## src/rtl/rr_mux4_1.sv

```systemverilog
// rr_mux4_1: round-robin 4:1 valid/ready merger with a single registered output.
//
// Ports:
//   clk, rst                 rising-edge clock, synchronous active-high reset
//   a, b, c, d               channel data (channel index 0..3)
//   a_valid .. d_valid       channel word present
//   a_ready .. d_ready       channel word accepted this cycle (combinational)
//   y                        registered output data
//   s1, s2                   registered source channel index {s1,s2}
//   y_valid                  y/s1/s2 hold a word
//   y_ready                  downstream accepts the word this cycle
//
// The {s1,s2} tag uses the same encoding as the 1:4 demux select, so the
// demux can route each word back to the channel it came from.
module rr_mux4_1 #(
  parameter int unsigned WIDTH = 1
) (
  input  logic             clk,
  input  logic             rst,
  input  logic [WIDTH-1:0] a,
  input  logic [WIDTH-1:0] b,
  input  logic [WIDTH-1:0] c,
  input  logic [WIDTH-1:0] d,
  input  logic             a_valid,
  input  logic             b_valid,
  input  logic             c_valid,
  input  logic             d_valid,
  output logic             a_ready,
  output logic             b_ready,
  output logic             c_ready,
  output logic             d_ready,
  output logic [WIDTH-1:0] y,
  output logic             s1,
  output logic             s2,
  output logic             y_valid,
  input  logic             y_ready
);

  localparam int unsigned N_CH  = 4;
  localparam int unsigned IDX_W = 2;

  // Registered state
  logic [WIDTH-1:0] y_q,       y_d;
  logic [IDX_W-1:0] sel_q,     sel_d;
  logic             y_valid_q, y_valid_d;
  logic [IDX_W-1:0] ptr_q,     ptr_d;

  // Arbitration signals
  logic [N_CH-1:0]  valid_vec;
  logic [N_CH-1:0]  ready_vec;
  logic             can_load;
  logic             grant_vld;
  logic [IDX_W-1:0] grant_idx;
  logic             xfer;
  logic [WIDTH-1:0] data_sel;

  assign valid_vec = {d_valid, c_valid, b_valid, a_valid};

  // Output slot is free when empty or being drained this cycle
  assign can_load = !y_valid_q || y_ready;

  // Rotating-priority search; scanning from the farthest offset down lets the
  // nearest valid channel to ptr overwrite any earlier hit.
  always_comb begin
    logic [IDX_W-1:0] idx;
    grant_vld = 1'b0;
    grant_idx = '0;
    idx       = '0;
    for (int i = N_CH - 1; i >= 0; i--) begin
      idx = ptr_q + IDX_W'(i);
      if (valid_vec[idx]) begin
        grant_vld = 1'b1;
        grant_idx = idx;
      end
    end
  end

  assign xfer = can_load && grant_vld;

  // One-hot ready toward the granted channel only
  always_comb begin
    ready_vec = '0;
    if (xfer) begin
      ready_vec[grant_idx] = 1'b1;
    end
  end

  assign a_ready = ready_vec[0];
  assign b_ready = ready_vec[1];
  assign c_ready = ready_vec[2];
  assign d_ready = ready_vec[3];

  // Data select for the granted channel
  always_comb begin
    data_sel = a;
    unique case (grant_idx)
      2'd0:    data_sel = a;
      2'd1:    data_sel = b;
      2'd2:    data_sel = c;
      2'd3:    data_sel = d;
      default: data_sel = a;
    endcase
  end

  // Next-state: load replaces (even while draining), else drain clears valid
  always_comb begin
    y_d       = y_q;
    sel_d     = sel_q;
    y_valid_d = y_valid_q;
    ptr_d     = ptr_q;
    if (xfer) begin
      y_d       = data_sel;
      sel_d     = grant_idx;
      y_valid_d = 1'b1;
      ptr_d     = grant_idx + IDX_W'(1);
    end else if (y_valid_q && y_ready) begin
      y_valid_d = 1'b0;
    end
  end

  // State register
  always_ff @(posedge clk) begin
    if (rst) begin
      y_q       <= '0;
      sel_q     <= '0;
      y_valid_q <= 1'b0;
      ptr_q     <= '0;
    end else begin
      y_q       <= y_d;
      sel_q     <= sel_d;
      y_valid_q <= y_valid_d;
      ptr_q     <= ptr_d;
    end
  end

  assign y       = y_q;
  assign s1      = sel_q[1];
  assign s2      = sel_q[0];
  assign y_valid = y_valid_q;

endmodule

```

## config.mk

```make
export PLATFORM = sky130hd
export DESIGN_NAME = rr_mux4_1
export DESIGN_NICKNAME = d
export VERILOG_FILES = /design/src/rtl/rr_mux4_1.sv
export SDC_FILE = /design/constraint.sdc
export NUM_CORES = 1
export LEC_CHECK = 0
export CORE_AREA = 2 2 39 41
export DETAILED_ROUTE_END_ITERATION = 8
export DIE_AREA = 0 0 41 43
export PLACE_DENSITY = 0.68
export SLEW_MARGIN = 30
export SYNTH_ARGS = -nofsm -noshare
export SYNTH_HDL_FRONTEND = slang
export SYNTH_SLANG_ARGS = --single-unit
```

## constraint.sdc

```tcl
create_clock -name clk -period 3.59 [get_ports clk]
set_clock_uncertainty 0.05 [all_clocks]
set_input_delay 0.359 -clock clk [delete_from_list [all_inputs] [get_ports clk]]
set_output_delay 0.359 -clock clk [all_outputs]
set_load 0.01 [all_outputs]
```

==> run summary <==
Status: completed
Initial antenna violation count: 0
Worst path slowest cell: clkdlybuf4s50_1
Routed WL: 953 µm
Synth area leader: dfxtp_1
Worst-Margin Slew: 0.476 ns
Die width: 41 µm
Max VDD drop: 0.167 mV
Drt pass-1 iters: 4
Leading post-synthesis cells by cell area: dfxtp_1 (27%), ha_1 (14%), a21oi_1 (5.7%), and2_1 (5.7%), nor4_4 (4.9%)
Placed Instances: 85
Post-synth net total: 67
Final-report max-slew violation count: 0
Crit path max fanout: 5
Critical Path AT: 2.57 ns
Diode count: 0
Via count: 448
CTS H-tree lvls: 1
Die height: 43 µm
Clock Sinks: 6
Vias per inst: 5.09
Worst path most repeated cell: clkdlybuf4s50_1
PwrDens: 363 nW/µm²
Share of the yosys chip area belonging to registers: 27.4%
Hold Path Depth: 2
Largest net degree at the start of global routing: 11
Clk buf depth: 2
Clock transition at the registers of the reported paths: 0.04 ns
Fin util: 47.7%
Ys Warns: 0
Worst Hold Launch: sel_q[1]
Routed len/inst: 10.8 µm
Pleak: 0.268 nW
R2R depth: 8
I/O pin count: 19
Final Instance Count excl. Fillers: 88
Delay-heaviest family, CP: buffers and inverters
Count of cell types in the netlist: 24
CORE AREA: 1380 µm²
Number of global-route vias before repair: 412
Drt drc: 0
Mapped Avg Cell Area: 8.59 µm²
CTS Buf Count: 3
Root buf cell: clkbuf_4
Initial Utilization: 31.6%
Hold Path End: sel_q[1]
Area after DPL: 638 µm²
Mapped Area: 438 µm²
CP Buf/Inv Count: 3
Crit Reg-Reg Startpoint: ptr_q[1]
Post-route ant nets: 0
Top cell type's share of synthesized area: 27.4%
Fin Setup TNS: 0 ns
RSZ-0062 raised after global routing: false
RR Endpoint: y
#FFs+latches synth: 6
Final instance area: 661 µm²
First-pass GRT wire length: 1.61 mm
GP Congestion: 0.737
Rows: 14
GR Util All Layers: 13.4%
Post-CTS Repair Setup Buffers: 0
CP Cell Sequence: clkdlybuf4s50_1 > a21oi_1 > o21a_1 > o22ai_1 > inv_1 > ha_1 > and2_1 > clkdlybuf4s50_1
Critical Path Sink Type: output pin
Area growth syn-to-layout: 50.9%
Die area: 1760 µm²
CP peak stage delay: 0.59 ns
HPWL after detailed placement: 736 µm
Syn Inst Count: 51
Hold_buf cts: 0
DR iter-0 viols: 9
Max frequency: 336 MHz
Crit share post-route: 82.9%
Gr ovfl total: 0
Fin. Hold Viols: 0
Final Setup Violations: 0
Rel. slew slack: 68.3%
Final Net Count: 90
Crit Path Class: primary input to output pin
Reg2Reg Setup Slack: 1.40 ns
Clk Latency, worst-skew pair: 0.25 ns
I/O Buffers: 18
Startpoint types: primary input
Max-cap violations: 0
Fraction of layout cells with a size suffix above 1: 11.1%
Post-CTS sizing: 0
Post-layout min period: 2.98 ns
Critical Path RT: 3.18 ns
CTS tree: yes
Hold/Removal Path Class: flip-flop to flip-flop
[worst max path at each step]
| stage | depth (start not counted) | endpoint | slack [ns] | start |
|---|---|---|---|---|
| 3_5_place_dp | 8 | c_ready | 0.61 | a_valid |
| 2_1_floorplan | 8 | y | 1.65 | ptr_q[1] |
| 4_1_cts | 8 | c_ready | 0.61 | a_valid |
| 3_3_place_gp | 8 | d_ready | 0.64 | a_valid |
| 5_1_grt | 8 | c_ready | 0.42 | a_valid |
| 6_report | 8 | c_ready | 0.61 | a_valid |
[cell families after synthesis]
group | Yosys count | synth area share, %
buffers and inverters | 4 | 3.43
muxes | 1 | 2.29
adders and majority gates | 5 | 14.3
AOI/OAI and AO/OA | 15 | 24.0
DFF | 6 | 27.4
and+or+nand+nor | 20 | 28.6
[registers in the layout, indices dropped and copies added (netlist names)]
register  flops
ptr_q         2
sel_q         2
y             1
y_valid       1
[layout make-up]
class	instances	area, µm²
clock buffers	3	22.5
fillers	136	723
inverters	4	15.0
multi-input cells	41	303
flip-flops and latches	6	120
well taps	16	20.0
repair buffers	18	180
[cell usage after synthesis]
| library cell | number |
|---|---|
| a2111oi_2 | 1 |
| a211oi_1 | 2 |
| a21oi_1 | 5 |
| a22oi_1 | 1 |
| a31o_1 | 1 |
| a31o_2 | 1 |
| and2_1 | 4 |
| and2b_1 | 1 |
| dfxtp_1 | 6 |
| ha_1 | 5 |
| inv_1 | 4 |
| mux2i_1 | 1 |
| nand2_1 | 3 |
| nand2b_1 | 2 |
| nor2_1 | 4 |
| nor2_2 | 1 |
| nor2b_1 | 1 |
| nor3_1 | 1 |
| nor4_1 | 1 |
| nor4_4 | 1 |
| o21a_1 | 1 |
| o21ai_0 | 1 |
| o22ai_1 | 2 |
| or2_4 | 1 |
[metrics by stage]
stage               hold WS, ns  setup slack (ns)  power, mW
floorplan                 0.378              1.65      0.133
global placement          0.415             0.644      0.177
detailed placement        0.411             0.607      0.177
CTS                       0.425             0.605      0.242
global route              0.450             0.425      0.258
finish                    0.426             0.613      0.240
[worst reg2reg max path: stages, from the launching register on]
cell and delay [ns]:
dfxtp_1 0.42, mux2i_1 0.23, nor2_1 0.07, nor3_1 0.39, inv_1 0.16, ha_1 0.22, nor2b_1 0.14, a2111oi_2 0.32
a31o_1 0.14
[layout by cell type (no fill, tap or decap), types with 2 or more instances in the layout]
cell type	instances
clkdlybuf4s50_1	18
dfxtp_1	6
a21oi_1	5
ha_1	5
inv_1	4
nor2_1	4
and2_1	4
nand2_1	3
clkbuf_4	3
o22ai_1	2
nand2b_1	2
a211oi_1	2
[report_power, final]
group | internal (mW) | leakage (nW) | switching (mW)
registers | 0.0750 | 0.0499 | 0.00638
logic | 0.0518 | 0.205 | 0.0427
clock network | 0.0379 | 0.0138 | 0.0262
total | 0.165 | 0.268 | 0.0752
[layer usage]
| metal | share of wire, % | global-route usage, % | wire [µm] | vias to the layer above |
|---|---|---|---|---|
| met2 | 46 | 17.8 | 443 | 17 |
| met4 | 0.84 | 6.00 | 8 | 0 |
| li1 | - | - | - | 225 |
| met1 | 46 | 18.8 | 437 | 204 |
| met3 | 6.8 | 4.71 | 65 | 2 |
| met5 | 0 | 0 | 0 | - |
Power figures use the tool's default switching activity.
